$ cat config.mk
export PLATFORM = sky130hd
export DESIGN_NAME = serial_word_tx_flat
export DESIGN_NICKNAME = d
export VERILOG_FILES = /design/src/rtl/serial_word_tx_if.sv /design/src/rtl/serial_word_tx.sv /design/src/flat_wrapper.sv
export SDC_FILE = /design/constraint.sdc
export NUM_CORES = 1
export LEC_CHECK = 0
export ABC_AREA = 1
export BUFFER_PORTS_ARGS = -buffer_cell sky130_fd_sc_hd__buf_4
export CORE_UTILIZATION = 35
export DETAILED_ROUTE_END_ITERATION = 6
export PLACE_DENSITY = 0.64
export SKIP_LAST_GASP = 1
export SYNTH_ARGS = -nofsm -noshare
export SYNTH_HDL_FRONTEND = slang
export SYNTH_SLANG_ARGS = --single-unit
$ cat constraint.sdc
create_clock -name clk -period 3.3 [get_ports clk]
set_clock_uncertainty 0.15 [all_clocks]
set_input_delay 0.66 -clock clk [delete_from_list [all_inputs] [get_ports clk]]
set_output_delay 0.66 -clock clk [all_outputs]
set_load 0.005 [all_outputs]
$ cat src/rtl/serial_word_tx_if.sv
// Word-in/bit-out handshake bundle for serial_word_tx.
// master = word producer and serial consumer; slave = the framer.
interface serial_word_tx_if #(
    parameter int unsigned WIDTH = 8
);
    logic [WIDTH-1:0] din;
    logic             din_valid;
    logic             din_ready;
    logic             sout;
    logic             sout_valid;
    logic             frame_done;

    modport master (
        output din, din_valid,
        input  din_ready, sout, sout_valid, frame_done
    );

    modport slave (
        input  din, din_valid,
        output din_ready, sout, sout_valid, frame_done
    );
endinterface

$ cat src/rtl/serial_word_tx.sv
// Parallel-in/serial-out framer; sout idles high between frames.
// Define SERIAL_TX_PARITY_EN to append an even-parity bit to every frame.
module serial_word_tx #(
    parameter int unsigned WIDTH     = 8,
    parameter bit          LSB_FIRST = 1'b0
) (
    input logic              clk,
    input logic              rst,
    serial_word_tx_if.slave  bus
);
    localparam int unsigned     CntW    = (WIDTH > 1) ? $clog2(WIDTH) : 1;
    localparam logic [CntW-1:0] LastCnt = CntW'(WIDTH - 1);
`ifndef SERIAL_TX_PARITY_EN
    localparam logic [CntW-1:0] PenultCnt = CntW'(WIDTH - 2);
`endif

`ifdef SERIAL_TX_PARITY_EN
    typedef enum logic [1:0] {StIdle, StShift, StParity} state_e;
`else
    typedef enum logic [0:0] {StIdle, StShift} state_e;
`endif

    state_e           state_q;
    logic [WIDTH-1:0] shreg_q;
    logic [CntW-1:0]  cnt_q;
    logic             sout_q;
    logic             sout_valid_q;
    logic             frame_done_q;
`ifdef SERIAL_TX_PARITY_EN
    logic             parity_q;
`endif

    logic             last_data;
    logic             ready;
    logic             xfer;
    logic             din_first;
    logic             next_bit;
    logic [WIDTH-1:0] din_rest;
    logic [WIDTH-1:0] shreg_rest;

    assign last_data = (state_q == StShift) && (cnt_q == LastCnt);

`ifdef SERIAL_TX_PARITY_EN
    assign ready = (state_q == StIdle) || (state_q == StParity);
`else
    assign ready = (state_q == StIdle) || last_data;
`endif

    assign xfer = bus.din_valid && ready;

    // Shift register holds the bits still to be sent, next one at the output end.
    assign din_first  = LSB_FIRST ? bus.din[0] : bus.din[WIDTH-1];
    assign din_rest   = LSB_FIRST ? (bus.din >> 1) : (bus.din << 1);
    assign next_bit   = LSB_FIRST ? shreg_q[0] : shreg_q[WIDTH-1];
    assign shreg_rest = LSB_FIRST ? (shreg_q >> 1) : (shreg_q << 1);

    always_ff @(posedge clk or negedge rst) begin
        if (!rst) begin
            state_q      <= StIdle;
            shreg_q      <= '0;
            cnt_q        <= '0;
            sout_q       <= 1'b1;
            sout_valid_q <= 1'b0;
            frame_done_q <= 1'b0;
`ifdef SERIAL_TX_PARITY_EN
            parity_q     <= 1'b0;
`endif
        end else if (xfer) begin
            state_q      <= StShift;
            shreg_q      <= din_rest;
            cnt_q        <= '0;
            sout_q       <= din_first;
            sout_valid_q <= 1'b1;
            frame_done_q <= 1'b0;
`ifdef SERIAL_TX_PARITY_EN
            parity_q     <= ^bus.din;
`endif
        end else begin
            unique case (state_q)
                StShift: begin
                    if (!last_data) begin
                        cnt_q   <= cnt_q + CntW'(1);
                        shreg_q <= shreg_rest;
                        sout_q  <= next_bit;
`ifdef SERIAL_TX_PARITY_EN
                        frame_done_q <= 1'b0;
`else
                        frame_done_q <= (cnt_q == PenultCnt);
`endif
                    end else begin
`ifdef SERIAL_TX_PARITY_EN
                        state_q      <= StParity;
                        sout_q       <= parity_q;
                        frame_done_q <= 1'b1;
`else
                        state_q      <= StIdle;
                        sout_q       <= 1'b1;
                        sout_valid_q <= 1'b0;
                        frame_done_q <= 1'b0;
`endif
                    end
                end
                default: begin
                    state_q      <= StIdle;
                    sout_q       <= 1'b1;
                    sout_valid_q <= 1'b0;
                    frame_done_q <= 1'b0;
                end
            endcase
        end
    end

    assign bus.din_ready  = ready;
    assign bus.sout       = sout_q;
    assign bus.sout_valid = sout_valid_q;
    assign bus.frame_done = frame_done_q;
endmodule
$ cat src/flat_wrapper.sv
// flat-port wrapper written by rule: the top's interface ports become plain ports
module serial_word_tx_flat 
#(
    parameter int unsigned WIDTH     = 8,
    parameter bit          LSB_FIRST = 1'b0
)
  (clk, rst, bus_din, bus_din_valid, bus_din_ready, bus_sout, bus_sout_valid, bus_frame_done);
  serial_word_tx_if #(.WIDTH(WIDTH)) bus_i ();
  input logic clk;
  input logic rst;
  input wire logic [$bits(bus_i.din)-1:0] bus_din;
  input wire logic [$bits(bus_i.din_valid)-1:0] bus_din_valid;
  output wire logic [$bits(bus_i.din_ready)-1:0] bus_din_ready;
  output wire logic [$bits(bus_i.sout)-1:0] bus_sout;
  output wire logic [$bits(bus_i.sout_valid)-1:0] bus_sout_valid;
  output wire logic [$bits(bus_i.frame_done)-1:0] bus_frame_done;
  assign bus_i.din = bus_din;
  assign bus_i.din_valid = bus_din_valid;
  assign bus_din_ready = bus_i.din_ready;
  assign bus_sout = bus_i.sout;
  assign bus_sout_valid = bus_i.sout_valid;
  assign bus_frame_done = bus_i.frame_done;
  serial_word_tx #(.WIDTH(WIDTH), .LSB_FIRST(LSB_FIRST)) u_core (.clk(clk), .rst(rst), .bus(bus_i));
endmodule
# Word level (Yosys, flattened, before mapping)
# Index checks and enable logic that the tools add are counted.
[op_classes]
shift = 0
n_mul = 0
n_mux = 18
eq_ne = 4
n_reduce_logical = 5
addsub = 1
div_mod_pow = 0
n_lt_le_gt_ge = 0
bitwise = 1
[ops]
columns = ["cell", "count"]
rows = [
  ["8-bit two-way mux", 3],
  ["1-bit two-way mux", 12],
  ["3-bit two-way mux", 3],
  ["3-bit equality test (second input constant)", 2],
  ["3-bit by 1-bit adder with 3-bit output (second input constant)", 1],
  ["3-bit != test (second input constant)", 1],
  ["1-bit logical AND", 2],
  ["2-bit != test (second input constant)", 1],
  ["2-bit AND reduction", 1],
  ["2-bit nonzero test", 1],
  ["1-bit logical OR", 1],
  ["1-bit NOT", 1],
]
[totals]
in_bits = 11
mem_count = 0
mem_bits_rw = 0
mem_bits_ro = 0
out_inout_bits = 4
latch_bits = 0
reg_bits = 15

# Longest topological paths before layout
# Gate-level depths: netlist of the first run.
[logic_depth]
ltp_word = 6
depth_mapped = 7
mapped_depth_nobuf = 7

# Worst setup path after synthesis of the first run
# No wires, ideal clock.
[synth_path]
path_kind = "flip-flop to output port"
from = "register u_core.cnt_q[1]"
to = "output bus_din_ready"
t_arrival_ps = 1000
slack_ps = 1490
path_buffers = 1
stages_incl_launch_ff = 6
path_cell_list = "dfrtp_1 ha_1 ha_1 inv_1 nand2_2 buf_6"
[synth_via]
elab_chain_cells = 3
[synth_rtl]
columns = ["item", "line", "source"]
rows = [
  ["from (decl)", "serial_word_tx.sv:25", "logic [CntW-1:0] cnt_q;"],
  ["from (signal assigned)", "serial_word_tx.sv:82", "cnt_q <= cnt_q + CntW'(1);"],
  ["3-bit equality test", "serial_word_tx.sv:41", "assign last_data = (state_q == StShift) && (cnt_q == LastCnt);"],
  ["1-bit logical AND", "serial_word_tx.sv:41", ""],
  ["1-bit logical OR", "serial_word_tx.sv:46", "assign ready = (state_q == StIdle) || last_data;"],
  ["to (decl)", "flat_wrapper.sv:13", "output wire logic [$bits(bus_i.din_ready)-1:0] bus_din_ready;"],
]
# No other way between the ends.

# Worst setup path in the final report of the first run
# Same ends and word-level chain as after synthesis.

==> results.cfg, run 1 <==
[global_route]
grt_max_degree = 23
globalRouteMet1Util_pct = 16.24
grt.overflow.total = 0
global_route.usage.total_pct = 12.90
grt_pass1_vias = 414
grt.met2_usage_pct = 18.24
gr-max-usage-layer = met2
number_of_antenna_violations_at_the_first_check_in_global_routing = 0
groute.layer.met3.usage_pct = 7.200
grt_first_pass_wirelength_um = 1766

[sta]
fin_crit_sh_pct = 72.22
layout_setup_ws_ps = 916.8
finalSetupViolations = 0
fmax_ghz = 0.4196
rsz0062_at_grt = no
hold_viol = 0
tightestPinTransition_ps = 358.7
tns_ps = 0
final-max-slew-violation-count = 0
fin_crit_ps = 2383
slew-limit-headroom_pct = 76.06

[route]
firstDrtPassIters = 4
drcViolationCount = 0
antenna_violation_net_count_after_detailed_routing = 0
wire_per_inst_um = 9.780
routed_wl_um = 1066
vias_per_cell = 4.706
initialDrtViolationCount = 9
detailroute.via_count = 513

[synth]
ys_ff_latch = 14
synthDistinctLibCells = 14
synth.mux.area_fraction_pct = 0
synth_area_in_compound_gates_pct = 1.569
synth_fp_nets = 83
yosys_warnings = 0
yosys.area_share.adder_pct = 5.882
synth-simple-area-share_pct = 30.39
post_synth.cell_area_avg_um2 = 9.248
synth_area_um2 = 638.1
synth-seq-area-share_pct = 55.10
netlist_instances = 69
main_combinational_cell_family_by_area_after_synthesis = simple AND/OR/NAND/NOR gates
yosys.area_share.xor_xnor_pct = 0

[flow_run]
max_cap_viol_count = 0

[floorplanning]
core_region_area_um2 = 1727
floorplan.die.height_um = 44.70
top_level_ports = 15
core.rowCount = 15
die_x_um = 44.70
floorplan.initialDensity_pct = 36.96
die_area_um2 = 1998

[final_layout]
layout_cell_share_with_drive_strength_beyond_1_pct = 26.19
stdcell_count = 109
layout.nets = 99
design_area_um2 = 780.7
areaGrowthSynthToFinish_pct = 22.35
fillers = 184
antennaDiodeCount = 0

[worst_setup_path]
crit_type = reg2out
critical_path.reg2reg.startpoint = u_core.cnt_q[1]
cpMaxStageDelayCell = sky130_fd_sc_hd__dfrtp_1
reg2reg_setup_slack_ps = 1730
slowest_cell_delay_on_critical_path_ps = 400
worst_r2r_end = u_core.shreg_q[2]
cell_with_the_most_instances_on_the_worst_path = sky130_fd_sc_hd__ha_1
crit_path_cell_trace = ha_1 > ha_1 > inv_1 > nand2_2 > buf_4
critical_path_buf_inv_count = 2
arrival_time_of_data_at_the_critical_path_endpoint_ps = 1570
crit_path_start_kind = flip-flop
worstPathRequired_ps = 2490
timing.critical_path.to_type = output pin
crit_path_max_fanout = 22
worst_setup_path_startpoint = u_core.cnt_q[1]
cpLargestDelayFamily = flip-flops
worstRegToRegCells = 6

[power]
power.share.combinational_pct = 35.8
design_power_total_mw = 0.6245
switching_share_pct = 34.81
clockPowerShare_pct = 19.7
internal_power_mw = 0.4072
power.net_switching_mw = 0.2174
power.share.sequential_pct = 44.5
max-vdd-ir-drop_v = 0.0003574
cellLeakagePower_nw = 0.4059
p_per_area_nw_per_um2 = 799.9

[status]
outcome = completed

[clock_network]
cts_root_buf = sky130_fd_sc_hd__clkbuf_4
tritoncts.num_buffers = 3
tritoncts = done
clock_latency_ps = 280
postCtsResizedCells = 0
cts.sinks = 14
cts.path.max_buffers = 2
ctsHoldBuffers = 0
h-tree-depth = 1
postCtsSetupBuffers = 0
worst_setup_hold_path_clk_slew_ps = 80

[worst_hold_path]
hold_path.class = in2async

[place]
post-place-cells = 105
preCtsSetupSlack_ps = 1231
numPortBuffers = 14
detailedPlacementHpwl_um = 769.6
dpl_cell_area_um2 = 744.5
gp_congestion = 0.7227
state kept, by name, indices dropped and copies added (netlist names):
signal,flops
u_core.shreg_q,7
u_core.cnt_q,3
u_core.bus.frame_done,1
u_core.bus.sout,1
u_core.bus.sout_valid,1
u_core.state_q,1
layout make-up:
class                   instances  area, um2  share of cell area [%]
clock buffers                   4      36.28                   4.647
well taps                      25      31.28                   4.006
inverters                       4      15.01                   1.923
repair buffers                 14      105.1                   13.46
flip-flops and latches         14      351.6                   45.03
multi-input cells              48      241.5                   30.93
power by group through the flow:
stage / combinational [mW] / clock (mW) / sequential [mW]
after floorplan: 0.173 / 0 / 0.278
after global placement: 0.223 / 0 / 0.280
after detailed placement: 0.227 / 0 / 0.282
after CTS: 0.228 / 0.129 / 0.278
after global routing: 0.264 / 0.135 / 0.285
final: 0.224 / 0.123 / 0.278
cell usage after synthesis (all sizes together):
cell type	number	area, um2
nor2	5	21.27
dfrtp	13	325.3
inv	4	15.01
nand2	16	62.56
nand3	22	110.1
o21ai	2	10.00
buf	3	30.03
dfstp	1	26.28
ha	3	37.54
stage by stage:
| stage | hold slack, ps | utilization (%) |
|---|---|---|
| after detailed placement | 317.6 | 43.12 |
| after CTS | 52.19 | 45.22 |
| final | 56.41 | 45.22 |
| after floorplan | 214.4 | - |
| after global routing | 59.01 | 45.22 |
| after global placement | 306.7 | 43.12 |
layout by cell type (no fill, tap or decap):
master                     netlist  routed
sky130_fd_sc_hd__dfstp_2         1       1
sky130_fd_sc_hd__inv_1           3       3
sky130_fd_sc_hd__o21ai_0         1       1
sky130_fd_sc_hd__nand3_1        22      22
sky130_fd_sc_hd__nand2_1        15      15
sky130_fd_sc_hd__nor2_1          4       4
sky130_fd_sc_hd__inv_2           1       1
sky130_fd_sc_hd__nor2_2          1       1
sky130_fd_sc_hd__clkbuf_8        0       1
sky130_fd_sc_hd__clkbuf_4        0       3
sky130_fd_sc_hd__ha_1            3       3
sky130_fd_sc_hd__dfrtp_1        13      13
sky130_fd_sc_hd__buf_4           1      14
sky130_fd_sc_hd__o21ai_1         1       1
sky130_fd_sc_hd__nand2_2         1       1
layer usage:
layer	vias up	part of all wire (%)	wire length [um]
met5	-	0	0
met4	0	1.3	14
met3	2	6.8	73
met2	16	44	472
met1	234	47	505
li1	261	-	-
how the worst max path moves through the flow:
stage / endpoint / slack, ps / depth (start not counted)
6_report: bus_din_ready / 920 / 5
5_1_grt: bus_din_ready / 810 / 5
4_1_cts: bus_din_ready / 910 / 5
3_5_place_dp: bus_din_ready / 1230 / 5
3_3_place_gp: bus_din_ready / 1240 / 5
2_1_floorplan: bus_din_ready / 1490 / 5
cell families after synthesis:
group	Yosys count
and+or+nand+nor	43
AOI/OAI and AO/OA	2
buffers and inverters	7
DFF	14
adders and majority gates	3
(Power assumes the default switching activity.)
==> run 2: changes to the inputs <==
- ABC_AREA: 1 -> 0
- PLACE_DENSITY: 0.64 -> 0.65
- clock period: 3.3 -> 1.9 ns (I/O delays scaled with it)
==> results.cfg, run 2 <==
[sta]
fin_crit_ps = 1855
finalSetupViolations = 0
fmax_ghz = 0.5390
hold_viol = 0
fin_crit_sh_pct = 97.64
slew-limit-headroom_pct = 88.10
final-max-slew-violation-count = 0
tightestPinTransition_ps = 178.5

[global_route]
groute.layer.met3.usage_pct = 6.275
gr-max-usage-layer = met2
grt_first_pass_wirelength_um = 1607
grt.met2_usage_pct = 17.22
grt.overflow.total = 0
grt_max_degree = 15
number_of_antenna_violations_at_the_first_check_in_global_routing = 0
grt_pass1_vias = 388
global_route.usage.total_pct = 11.08
globalRouteMet1Util_pct = 12.86

[worst_setup_path]
arrival_time_of_data_at_the_critical_path_endpoint_ps = 1330
worstRegToRegCells = 5
crit_path_max_fanout = 6
timing.critical_path.to_type = output pin
critical_path.reg2reg.startpoint = u_core.cnt_q[0]
crit_type = reg2out
crit_path_end = bus_din_ready
reg2reg_setup_slack_ps = 230
worst_r2r_end = u_core.shreg_q[6]
worstPathRequired_ps = 1370
worst_setup_path_startpoint = u_core.cnt_q[0]
crit_path_start_kind = flip-flop

[power]
power.share.sequential_pct = 40.1
clockPowerShare_pct = 14.1
internal_power_mw = 0.8790
cellLeakagePower_nw = 0.4394
p_per_area_nw_per_um2 = 1370
power.net_switching_mw = 0.3412
switching_share_pct = 27.96
max-vdd-ir-drop_v = 0.0006655
power.share.combinational_pct = 45.8
design_power_total_mw = 1.220

[place]
gp_congestion = 0.6815
post-place-cells = 85
numPortBuffers = 14
dpl_cell_area_um2 = 814.5

[clock_network]
cts_root_buf = sky130_fd_sc_hd__clkbuf_4
cts.path.max_buffers = 2
clock_latency_ps = 280
worst_setup_hold_path_clk_slew_ps = 80
tritoncts.num_buffers = 3
cts.sinks = 14
tritoncts = done
h-tree-depth = 1

[synth]
synth.largest_area_cell = sky130_fd_sc_hd__dfrtp_1
netlist_instances = 48
synth_top_cell_area_share_pct = 46.59
yosys_warnings = 0
ys_async_sr_fraction_pct = 100.0
commonest_register_cell_after_synthesis = sky130_fd_sc_hd__dfrtp_1
synth_enable_flop_cells = 0
synth_area_um2 = 698.2
ys_top_cells_by_count = sky130_fd_sc_hd__dfrtp_1, sky130_fd_sc_hd__mux2_2, sky130_fd_sc_hd__mux2_4
ys_ff_latch = 14
synth.area.top_cells = sky130_fd_sc_hd__dfrtp_1, sky130_fd_sc_hd__mux2_4, sky130_fd_sc_hd__mux2_2, sky130_fd_sc_hd__ha_1, sky130_fd_sc_hd__nand2b_1
yosys.cell_count.top_type = sky130_fd_sc_hd__dfrtp_1
synth_fp_nets = 62
post_synth.cell_area_avg_um2 = 14.55
synth-seq-area-share_pct = 50.36
synthDistinctLibCells = 14

[status]
outcome = completed

[final_layout]
mostFrequentLayoutCell = sky130_fd_sc_hd__buf_4
layout.nets = 84
stdcell_count = 94
areaGrowthSynthToFinish_pct = 27.60
layout_common_cells = sky130_fd_sc_hd__buf_4, sky130_fd_sc_hd__dfrtp_1, sky130_fd_sc_hd__mux2_2, sky130_fd_sc_hd__mux2_4, sky130_fd_sc_hd__nand2b_1
reg.largest.list = u_core.shreg_q: 7 flops, u_core.cnt_q: 3 flops
antennaDiodeCount = 0
largest-register = u_core.shreg_q
number_of_flip_flops_in_the_largest_register = 7
layout_cell_share_with_drive_strength_beyond_1_pct = 59.42
design_area_um2 = 890.9

[route]
wire_per_inst_um = 11.21
antenna_violation_net_count_after_detailed_routing = 0
vias_per_cell = 4.511
routed_wl_um = 1054
drcViolationCount = 0
initialDrtViolationCount = 2
detailroute.via_count = 424
firstDrtPassIters = 2

[floorplanning]
floorplan.initialDensity_pct = 38.75
core_region_area_um2 = 1802
die_x_um = 46.66
core.rowCount = 15
top_level_ports = 15
floorplan.die.height_um = 46.66
die_area_um2 = 2177

[worst_hold_path]
hold_path.class = in2reg

[flow_run]
max_cap_viol_count = 0
run 2: changes by cell type after synthesis, sizes merged:
cell | before | now
mux2 | 0 | 16
nor2b | 0 | 1
nand3 | 22 | 0
o21ai | 2 | 0
nor2 | 5 | 1
and2 | 0 | 1
nand2b | 0 | 5
inv | 4 | 1
mux2i | 0 | 2
nand2 | 16 | 1
run 2: stage by stage:
step | hold WS [ps] | setup WS, ps | TNS (ps) | util [%]
3_5_place_dp | 89.93 | 41.97 | 0 | 45.21
4_1_cts | 274.2 | 5.921 | 0 | 48.47
3_3_place_gp | 90.11 | 98.35 | 0 | 45.21
2_1_floorplan | -65.59 | 185.0 | 0 | -
5_1_grt | 281.3 | -17.27 | -17.27 | 49.44
6_report | 280.2 | 44.88 | 0 | 49.44
run 2: power groups by stage:
stage | Combinational (mW) | Sequential, mW | Clock [mW]
after floorplan | 0.373 | 0.487 | 0
after global placement | 0.482 | 0.497 | 0
after detailed placement | 0.486 | 0.499 | 0
after CTS | 0.538 | 0.489 | 0.180
after global routing | 0.622 | 0.503 | 0.190
final | 0.559 | 0.489 | 0.172
run 2: how the worst min path moves through the flow:
stage / start / endpoint / depth (start not counted)
after floorplan: rst / u_core.bus.frame_done / 0
after global placement: rst / u_core.shreg_q[6] / 1
after detailed placement: rst / u_core.shreg_q[6] / 1
after CTS: bus_din[7] / u_core.bus.sout / 3
after global routing: bus_din[0] / u_core.shreg_q[1] / 3
final: bus_din[7] / u_core.bus.sout / 3
run 2: cell families (layout without fill, tap and decap cells):
family	count (synthesis)	count (layout)	share of synthesized area, %
simple gates	9	9	7.348
flops	14	14	50.36
mux	18	18	32.44
fa+ha+maj	3	3	5.377
buf+inv	4	25	4.479
run 2: repair_timing:
item                       in CTS  in global routing
gates resized for setup         2                  1
hold endpoints to repair       13                  0
setup endpoints to repair       1                  1
hold buffers                    1                  0
setup buffers                   2                  2
pin swaps                       0                  0
run 2: worst max-delay path: stages (launching register included):
cell and delay (ps):
sky130_fd_sc_hd__dfrtp_1 390, sky130_fd_sc_hd__ha_2 180, sky130_fd_sc_hd__ha_1 170, sky130_fd_sc_hd__nand2b_4 160, sky130_fd_sc_hd__buf_4 140
run 2: per-layer routing:
layer  part of all wire (%)  vias up
met5                      0        -
met4                      0        0
met3                    7.6        0
met2                     49       12
met1                     43      206
li1                       -      206
run 2: layout make-up:
class                   instances  area, um2
clock buffers                   4      26.28
fillers                       170      910.9
multi-input cells              30      325.3
inverters                       1      3.754
well taps                      25      31.28
repair buffers                 20      152.6
flip-flops and latches         14      351.6
